### config.mk
export PLATFORM = sky130hd
export DESIGN_NAME = regfile_wb_arbiter
export DESIGN_NICKNAME = d
export VERILOG_FILES = /design/src/rtl/regfile_wb_arbiter.sv
export SDC_FILE = /design/constraint.sdc
export NUM_CORES = 1
export LEC_CHECK = 0
export ABC_CLOCK_PERIOD_IN_PS = 2000
export CAP_MARGIN = 30
export CORE_ASPECT_RATIO = 2
export CORE_MARGIN = 8
export CORE_UTILIZATION = 32
export CTS_CLUSTER_DIAMETER = 100
export CTS_CLUSTER_SIZE = 10
export DETAILED_ROUTE_END_ITERATION = 8
export PLACE_DENSITY = 0.79
export SLEW_MARGIN = 15
export SYNTH_ARGS = -nofsm -noshare
export SYNTH_HDL_FRONTEND = slang
export SYNTH_SLANG_ARGS = --single-unit
### constraint.sdc
create_clock -name clk -period 2 [get_ports clk]
set_input_delay 0.5 -clock clk [delete_from_list [all_inputs] [get_ports clk]]
set_output_delay 0.5 -clock clk [all_outputs]
set_load 0.01 [all_outputs]
### src/rtl/regfile_wb_arbiter.sv
// Shares the register file's single write port between an ALU (A) and a load (B) requester.
// After each reset it first sweeps every register to zero, then arbitrates round-robin.
module regfile_wb_arbiter #(
    parameter int DATA_W = 32,
    parameter int ADDR_W = 5,
    parameter int NREGS  = 32
) (
    input  logic              clk,
    input  logic              rst,
    input  logic              a_valid,
    input  logic [ADDR_W-1:0] a_addr,
    input  logic [DATA_W-1:0] a_data,
    output logic              a_ready,
    input  logic              b_valid,
    input  logic [ADDR_W-1:0] b_addr,
    input  logic [DATA_W-1:0] b_data,
    output logic              b_ready,
    output logic              rf_we,
    output logic [ADDR_W-1:0] rf_wa,
    output logic [DATA_W-1:0] rf_wd,
    output logic              init_done,
    output logic              dbg_state
);

    // Handshake: a write transfers on any cycle where valid && ready. Ready is
    // combinational from state, both valids and prio only; the requester must
    // hold addr/data stable while valid is high and ready is low.

    typedef enum logic {
        ST_INIT = 1'b0,
        ST_RUN  = 1'b1
    } state_t;

    localparam logic [ADDR_W-1:0] LAST_ADDR = ADDR_W'(NREGS - 1);

    state_t              state_q, state_d;
    logic [ADDR_W-1:0]   cnt_q, cnt_d;
    logic                prio_q, prio_d;
    logic                rf_we_q, rf_we_d;
    logic [ADDR_W-1:0]   rf_wa_q, rf_wa_d;
    logic [DATA_W-1:0]   rf_wd_q, rf_wd_d;
    logic                init_done_q, init_done_d;

    always_ff @(posedge clk) begin
        if (rst) begin
            state_q     <= ST_INIT;
            cnt_q       <= '0;
            prio_q      <= 1'b0;
            rf_we_q     <= 1'b0;
            rf_wa_q     <= '0;
            rf_wd_q     <= '0;
            init_done_q <= 1'b0;
        end else begin
            state_q     <= state_d;
            cnt_q       <= cnt_d;
            prio_q      <= prio_d;
            rf_we_q     <= rf_we_d;
            rf_wa_q     <= rf_wa_d;
            rf_wd_q     <= rf_wd_d;
            init_done_q <= init_done_d;
        end
    end

    always_comb begin
        state_d     = state_q;
        cnt_d       = cnt_q;
        prio_d      = prio_q;
        rf_we_d     = 1'b0;
        rf_wa_d     = rf_wa_q;
        rf_wd_d     = rf_wd_q;
        init_done_d = init_done_q;
        a_ready     = 1'b0;
        b_ready     = 1'b0;

        case (state_q)
            ST_INIT: begin
                rf_we_d = 1'b1;
                rf_wa_d = cnt_q;
                rf_wd_d = '0;
                if (cnt_q == LAST_ADDR) begin
                    state_d     = ST_RUN;
                    init_done_d = 1'b1;
                    cnt_d       = '0;
                end else begin
                    cnt_d = cnt_q + 1'b1;
                end
            end
            ST_RUN: begin
                a_ready = a_valid && (!b_valid || !prio_q);
                b_ready = b_valid && (!a_valid || prio_q);
                // Pointer only moves on contention; single-valid grants leave it alone.
                if (a_valid && b_valid) begin
                    prio_d = !prio_q;
                end
                // r0 is hardwired zero: accept the handshake but drop the write.
                if (a_ready && (a_addr != '0)) begin
                    rf_we_d = 1'b1;
                    rf_wa_d = a_addr;
                    rf_wd_d = a_data;
                end else if (b_ready && (b_addr != '0)) begin
                    rf_we_d = 1'b1;
                    rf_wa_d = b_addr;
                    rf_wd_d = b_data;
                end
            end
            default: begin
                state_d = ST_INIT;
            end
        endcase
    end

    assign rf_we     = rf_we_q;
    assign rf_wa     = rf_wa_q;
    assign rf_wd     = rf_wd_q;
    assign init_done = init_done_q;
    assign dbg_state = state_q;

endmodule
# After elaboration in Yosys (flattened, before gate mapping)
# Cells that the tools add are included.
# classes
addsub	1
n_eq_ne	2
n_mux	14
bitwise	1
reduce_logical	14
# op_table
operator	n
two-way mux 32 bit	2
one-hot mux 32 bit (2 select lines)	1
two-way mux 5 bit	3
one-hot mux 5 bit (2 select lines)	1
nonzero test 5 bit	2
two-way mux 1 bit	6
adder 5 x 1 -> 5 bit, second input constant	1
equality test 5 bit, second input constant	1
logical AND 1 bit	5
AND reduction 2 bit	2
zero test 1 bit	3
!= test 3 x 1 -> 1 bit, second input constant	1
logical OR 1 bit	2
one-hot mux 1 bit (2 select lines)	1
inverter 1 bit	1
# word_totals
reg_bits	46
output_inout_bits	42
elab_cells	39

# Longest topological paths before layout
# Gate-level depths: netlist of the first run.
# logic_depth
ltp_word	7
ltp_mapped	7

# Worst setup path after synthesis of the first run
# No wires, ideal clock.
# synth_path
kind	input to register
from	input a_addr[0]
to	register rf_wa_q[3], in the netlist rf_wa[3]
arrival_ns	1.797
required_ns	1.869
setup_slack_ns	0.072
stages	7
n_path_buf	2
cell_sequence	or3_1 > o31ai_2 > and3_1 > buf_6 > buf_6 > a32o_1 > nor3_1
# synth_via
elab_chain_len	4
word_cells_on_any_way	5
classes_between	eq/ne (1); mux (2); reduce/logical (2)
# synth_rtl
element	line_no	text
start, declared	11	input logic [ADDR_W-1:0] a_addr,
nonzero test 5 bit (*)	96	if (a_ready && (a_addr != '0)) begin
logical AND 1 bit (*)	96	
two-way mux 5 bit	96	
one-hot mux 5 bit (2 select lines)	75	case (state_q)
end signal, assigned	58	rf_wa_q <= rf_wa_d;
end, declared	40	logic [ADDR_W-1:0] rf_wa_q, rf_wa_d;
# Every way passes the cells marked *; elsewhere a longest branch is shown, timed or not.
# A chain may end at the register's enable or synchronous reset.

# Worst setup path in the final report of the first run
# layout_path
from	input a_addr[1]
to	register rf_wd_q[8], in the netlist rf_wd[8]
# layout_via
elab_chain_len	4
word_cells_on_any_way	5
classes_between	eq/ne (1); mux (2); reduce/logical (2)
# layout_rtl
element	line_no	text
nonzero test 5 bit (*)	96	
logical AND 1 bit (*)	96	
two-way mux 32 bit	96	
one-hot mux 32 bit (2 select lines)	75	
end signal, assigned	59	rf_wd_q <= rf_wd_d;
end, declared	41	logic [DATA_W-1:0] rf_wd_q, rf_wd_d;
# Marks and branches as above.

==> results by group, run 1 <==
Run status
  – Status: complete, no violations

Power and ir drop
  – Sequential power share: 41.5%
  – Clk network pwr share: 48.5%
  – Sw Share: 18.56%
  – Logic gate share of total power: 10.0%
  – P_leak: 1.325 nW
  – Sw Pwr: 0.4178 mW
  – Worst vdd ir: 0.4973 mV
  – Internal power: 1.833 mW
  – Pwr Density: 638.1 nW/um2

Clock tree
  – H-tree depth: 2
  – Clk_lat worst skew: 0.29 ns
  – TritonCTS clock tree: built
  – Clock Sinks: 46
  – CTS Hold Bufs: 0
  – Root buffer cell: clkbuf_16
  – CTS Buf Count: 5
  – CTS Buffer Depth: 2
  – Reg clk slew, reported paths: 0.06 ns

Run
  – Max Cap Violations: 0

Synth
  – Synth top area share: 49.36%
  – Post-Synthesis Cells: 193
  – Commonest cells in the synthesized netlist: dfxtp_1, nor2_1, a222oi_1, clkbuf_1, a21oi_1
  – Fraction of registers with async set/reset: 0%
  – Syn_area_per_cell: 9.666 um2
  – Dominant synthesized flop cell: dfxtp_1
  – Ys Warns: 0
  – Sequential fraction of the synthesis area: 49.36%
  – Mapped cell area: 1866 um2
  – Synthesis-stage register bit count: 46
  – Synth unique cells: 30
  – Post-synth EDFFs: 0
  – Area contributors post-synth: dfxtp_1, a222oi_1, nor2_1
  – Leading area contributor after synthesis: dfxtp_1
  – Syn Nets: 273

Critical path
  – CP endpoint kind: flip-flop
  – Required time worst endpoint: 2.22 ns
  – Critical Path Start Type: primary input
  – Crit path max fanout: 10
  – WS Path Type: primary input to flip-flop
  – Data arrival, critical path: 2.12 ns

Timing
  – Max_slew headroom: 75.65%
  – Tmin final: 1.896 ns
  – Period utilisation layout: 94.82%
  – RSZ-0062 raised after global routing: no
  – Slew @ Worst Pin: 0.3653 ns
  – Final setup viols: 0
  – Clock skew: 0.004787 ns
  – Final hold vios: 0
  – Maximum clock frequency: 0.5273 GHz
  – Final hold slack: 0.4581 ns
  – Final slew viol count: 0

Die
  – CORE AREA: 5660 um2
  – DIE HEIGHT: 124.0 um
  – Row count: 39
  – Initial core utilization: 32.96%
  – Die width: 69.99 um
  – I/O pin cnt: 120
  – Die area: 8677 um2

Layout
  – Layout cell share with drive strength beyond 1: 12.38%
  – Area Overhead vs Synth: 89.13%
  – Nets@finish: 402
  – Final Cell Area: 3528 um2

Global route
  – First-pass GRT wire length: 11670 um
  – GRT Overall Usage: 16.88%
  – Initial antenna violation count: 1
  – Largest net degree at the start of global routing: 33
  – Vias in the first global route: 2269
  – Remaining global-route overflow: 0

Route
  – Via density: 5.538
  – Wirelength per Cell: 19.65 um
  – Final WL: 7564 um
  – Final antenna-violating net count: 0
  – 1st-iter DRT viols: 219
  – Drt pass-1 iters: 6
  – # DRC: 0
  – Via count: 2132

Place
  – Port Buf Inserts: 119
  – Gpl congestion: 0.8066
  – Dpl cell area: 3156 um2
  – HPWL Detailed: 5305 um

Worst hold path
  – Worst hold path type: flip-flop to flip-flop
-- critical path: stages --
cell	delay, ns
dlygate4sd2_1	0.25
or3_4	0.41
o31ai_4	0.20
and3_4	0.28
buf_6	0.13
clkbuf_16	0.15
a222oi_1	0.10
nor2_1	0.09
-- state kept, by name (all words and copies together), names as in the netlist --
register / flops
rf_wd: 32
prio_q: 1
dbg_state: 1
rf_we: 1
rf_wa: 5
init_done: 1
cnt_q: 5
-- area by class of cell --
type	count	area (um2)
fillers	488	2132
diodes	1	2.502
well taps	61	76.32
clock inverters	2	60.06
clock buffers	6	138.9
multi-input cells	127	862.1
repair buffers	140	1460
flip-flops and latches	46	920.9
inverters	2	7.507
-- per-stage QoR --
stage / utilization (%) / power, mW / worst slack [ns] / instances / setup TNS (ns)
2_1_floorplan: - / 0.9932 / 0.07246 / 193 / 0
3_3_place_gp: 55.75 / 1.177 / -0.4244 / 367 / -15.13
3_5_place_dp: 55.75 / 1.181 / -0.4950 / 367 / -18.08
4_1_cts: 62.49 / 2.267 / 0.01457 / 385 / 0
5_1_grt: 62.33 / 2.313 / 0.006184 / 385 / 0
6_report: 62.33 / 2.251 / 0.1036 / 385 / 0
-- kinds of logic after synthesis --
logic type,share of synthesized area (%)
AO/OA/AOI/OAI,25.82
XOR/XNOR,0.4696
adder cells (fa/ha/maj),1.341
buffers and inverters,6.036
flip-flops,49.36
multiplexers,1.073
AND/OR/NAND/NOR,15.90
-- final timing paths --
check                                            from                     to  slack, ns  depth (start not counted)
worst min-delay path            rf_wa[4]$_SDFFE_PP0P_  rf_wa[4]$_SDFFE_PP0P_       0.46                          2
worst max register to register    prio_q$_SDFFE_PP0P_  rf_wd[8]$_SDFFE_PP0P_       0.28                          7
worst max-delay path                        a_addr[1]  rf_wd[8]$_SDFFE_PP0P_       0.10                          8
worst min register to register  rf_wa[4]$_SDFFE_PP0P_  rf_wa[4]$_SDFFE_PP0P_       0.46                          2
-- power groups by stage --
stage / sequential [mW] / clock, mW / combinational (mW)
2_1_floorplan: 0.955 / 0 / 0.0378
3_5_place_dp: 0.955 / 0 / 0.226
3_3_place_gp: 0.955 / 0 / 0.222
5_1_grt: 0.935 / 1.13 / 0.244
6_report: 0.935 / 1.09 / 0.225
4_1_cts: 0.934 / 1.11 / 0.224
-- placed cells by master, fill, tap and decap left out, types with 3 or more instances in the layout --
cell type,instances
or3_1,4
clkdlybuf4s15_1,3
o21ai_0,3
dlymetal6s2s_1,3
clkbuf_16,6
a221oi_1,4
nor3_1,3
nor2_1,46
buf_6,7
clkdlybuf4s50_1,105
buf_16,3
dfxtp_1,46
buf_4,8
dlygate4sd2_1,4
a222oi_1,32
nand2_1,5
clkbuf_2,3
a21oi_1,6
-- per-layer routing --
layer	vias to the layer above	share of wire [%]	track usage [%]
li1	1010	-	-
met1	1019	32	15.32
met2	87	58	31.94
met3	16	6.7	5.024
met4	0	3.5	10.37
met5	-	0	0
-- timing repair --
action / 4_1_cts / 5_1_grt
cloned: 4 / 1
pin swaps: 7 / 13
gates resized for setup: 31 / 13
setup buffers: 6 / 0
setup endpoints to repair: 40 / 37
Power figures use the tool's default switching activity.
==> run 2: changes to the inputs <==
--- a/config.mk
+++ b/config.mk
@@ -5,15 +5,15 @@
 export SDC_FILE = /design/constraint.sdc
 export NUM_CORES = 1
 export LEC_CHECK = 0
-export ABC_CLOCK_PERIOD_IN_PS = 2000
+export ABC_CLOCK_PERIOD_IN_PS = 1850
 export CAP_MARGIN = 30
 export CORE_ASPECT_RATIO = 2
 export CORE_MARGIN = 8
-export CORE_UTILIZATION = 32
+export CORE_UTILIZATION = 36
 export CTS_CLUSTER_DIAMETER = 100
 export CTS_CLUSTER_SIZE = 10
 export DETAILED_ROUTE_END_ITERATION = 8
-export PLACE_DENSITY = 0.79
+export PLACE_DENSITY = 0.84
 export SLEW_MARGIN = 15
 export SYNTH_ARGS = -nofsm -noshare
 export SYNTH_HDL_FRONTEND = slang
==> constraint.sdc (replaced) <==
create_clock -name clk -period 1.85 [get_ports clk]
set_input_delay 0.4625 -clock clk [delete_from_list [all_inputs] [get_ports clk]]
set_output_delay 0.4625 -clock clk [all_outputs]
set_load 0.01 [all_outputs]
==> run 2 against run 1 <==
  * Final cell count decreased by 0.52%
  * First-iteration DRC count decreased by 9.1%
  * Sequential share of layout area increased by 0.95 points
  * Die area decreased by 9.2%
  * Combinational power increased by 12%
  * Largest power group is now registers
  * Count of clock-buffer cells in the layout decreased by 1
  * Critical path depth unchanged
  * Clock skew increased by 0.0046 ns
  * Register-to-register slack got worse by 0.19 ns
  * Total power decreased by 19%
  * Hold slack got worse by 0.0025 ns
  * Largest cell class unchanged
==> results by group, run 2 (same netlist as run 1, synthesis figures left out) <==
Layout
  – Nets@finish: 405 (+0.75%)
  – Register Area: 924.6 um2 (+0.41%)
  – Multi-input gate area: 854.6 um2 (-0.87%)
  – Max FFs per register: 32 (unchanged)
  – Commonest cells after routing, fill and taps aside: clkdlybuf4s50_1, nor2_1, dfxtp_1
  – Fill count: 415 (-15%)
  – Antenna cell count: 0 (-1)
  – Layout cell share with drive strength beyond 1: 13.23% (+0.85 points)
  – Most common cell after layout, fill and taps aside: clkdlybuf4s50_1
  – Area Overhead vs Synth: 83.23%
  – Final Cell Area: 3418 um2 (-3.1%)

Power and ir drop
  – Total power: 1.829 mW (-19%)
  – Sw Share: 21.82% (+3.3 points)
  – Worst vdd ir: 0.5518 mV (+11%)
  – Logic gate share of total power: 13.8% (+3.8 points)
  – P_leak: 1.260 nW (-4.9%)
  – Clk network pwr share: 31.0% (-18 points)
  – Sw Pwr: 0.3990 mW (-4.5%)
  – Internal power: 1.430 mW (-22%)
  – Sequential power share: 55.1% (+14 points)
  – Pwr Density: 535.1 nW/um2 (-16%)

Place
  – HPWL Detailed: 5332 um (+0.51%)
  – Gpl congestion: 0.8688 (+7.7%)
  – Dpl cell area: 3219 um2 (+2.0%)
  – Worst Setup Slack post-DPL: -0.6573 ns (-0.1623 ns)
  – Port Buf Inserts: 119 (unchanged)

Timing
  – Final setup viols: 0 (unchanged)
  – Final hold vios: 0 (unchanged)
  – Max_slew headroom: 78.80% (+3.2 points)
  – Slew @ Worst Pin: 0.3181 ns (-0.04725 ns)
  – Final slew viol count: 0 (unchanged)
  – Final WS setup: 0.003167 ns (-0.1005 ns)
  – Clock skew: 0.009345 ns (+0.004558 ns)
  – Tmin final: 1.847 ns
  – RSZ-0062 raised after global routing: yes
  – Maximum clock frequency: 0.5415 GHz
  – Period utilisation layout: 99.83%

Critical path
  – Critical Path Start Type: primary input
  – Data arrival, critical path: 2.03 ns (-0.09 ns)
  – CP endpoint kind: flip-flop
  – WS Path Type: primary input to flip-flop
  – Required time worst endpoint: 2.03 ns (-0.19 ns)
  – Crit path max fanout: 17 (+7)

Die
  – Die area: 7881 um2 (-9.2%)
  – Initial core utilization: 36.63% (+3.7 points)
  – CORE AREA: 5092 um2 (-10%)
  – DIE HEIGHT: 117.8 um (-5.0%)
  – Row count: 37 (-5.1%)
  – Die width: 66.90 um (-4.4%)
  – I/O pin cnt: 120 (unchanged)

Clock tree
  – Clock Sinks: 46 (unchanged)
  – CTS Buf Count: 5 (unchanged)
  – H-tree depth: 2 (unchanged)
  – CTS Buffer Depth: 2 (unchanged)
  – CTS Hold Bufs: 0 (unchanged)
  – Clk_lat worst skew: 0.29 ns (about the same)
  – Reg clk slew, reported paths: 0.09 ns (+0.03 ns)
  – Root buffer cell: clkbuf_8
  – TritonCTS clock tree: built

Route
  – Via density: 5.527 (-0.19%)
  – Via count: 2117 (-0.70%)
  – Final antenna-violating net count: 0 (unchanged)
  – 1st-iter DRT viols: 199 (-9.1%)
  – Drt pass-1 iters: 7 (+1)
  – # DRC: 0 (unchanged)
  – Wirelength per Cell: 19.32 um (-1.7%)
  – Final WL: 7400 um (-2.2%)

Run
  – Max Cap Violations: 0 (unchanged)

Global route
  – Largest net degree at the start of global routing: 47 (+42%)
  – Vias in the first global route: 2285 (+0.71%)
  – Initial antenna violation count: 0 (-1)
  – Remaining global-route overflow: 0 (unchanged)
  – GRT Overall Usage: 18.89% (+2.0 points)
  – First-pass GRT wire length: 11680 um (about the same)

Worst hold path
  – Worst hold path type: flip-flop to flip-flop

Run status
  – Status: complete, no violations
==> run 2: through the flow <==
step | TNS, ns | hold slack (ns) | std cells | utilization (%)
after detailed placement | -23.47 | 0.4420 | 368 | 63.22
final | 0 | 0.4556 | 383 | 67.13
after global routing | -0.4228 | 0.4743 | 383 | 67.13
after CTS | 0 | 0.4545 | 386 | 68.35
after floorplan | -0.02002 | 0.4712 | 193 | -
after global placement | -20.05 | 0.4387 | 368 | 63.22
==> run 2: metal layers <==
metal	vias to the layer above	global-route usage [%]	wire length [um]
li1	1013	-	-
met1	1002	17.24	2427
met2	86	36.66	4342
met3	16	3.813	403
met4	0	8.037	226
met5	-	0	0
==> run 2: final timing paths <==
| path | depth (start not counted) | endpoint | start | slack, ns |
|---|---|---|---|---|
| worst min register to register | 2 | rf_wa[4]$_SDFFE_PP0P_ | rf_wa[4]$_SDFFE_PP0P_ | 0.46 |
| worst min-delay path | 2 | rf_wa[4]$_SDFFE_PP0P_ | rf_wa[4]$_SDFFE_PP0P_ | 0.46 |
| worst max register to register | 8 | rf_wa[0]$_SDFFE_PP0P_ | prio_q$_SDFFE_PP0P_ | 0.09 |
| worst max-delay path | 8 | rf_wa[0]$_SDFFE_PP0P_ | b_addr[4] | 0.003 |
==> run 2: worst max-delay path, cell delays in order <==
cell,delay [ns]
buf_6,0.09
or4_4,0.53
o211ai_1,0.22
and3_4,0.27
buf_12,0.13
buf_12,0.14
or3_1,0.12
a21oi_1,0.06
==> run 2: power by group through the flow <==
stage | logic, mW | clock network [mW] | registers [mW]
6_report | 0.253 | 0.568 | 1.01
5_1_grt | 0.270 | 0.633 | 1.01
4_1_cts | 0.254 | 0.590 | 1.01
3_5_place_dp | 0.254 | 0 | 1.03
3_3_place_gp | 0.249 | 0 | 1.03
2_1_floorplan | 0.0428 | 0 | 1.03
==> run 2: repair_timing <==
action | in CTS | in global routing
resized for setup | 43 | 4
gates cloned | 3 | 0
pin swaps | 24 | 15
endpoints found under the setup margin | 40 | 34
setup buffers | 9 | 0
endpoints found under the hold margin | 0 | 0
==> run 2: final cells by class <==
cell class / count / area share (%)
clock buffer: 5 / 2.013
clock inverter: 2 / 0.2928
inverter: 2 / 0.2196
multi-input combinational: 127 / 25.00
sequential: 46 / 27.05
tap: 58 / 2.123
timing repair buffer: 143 / 43.30
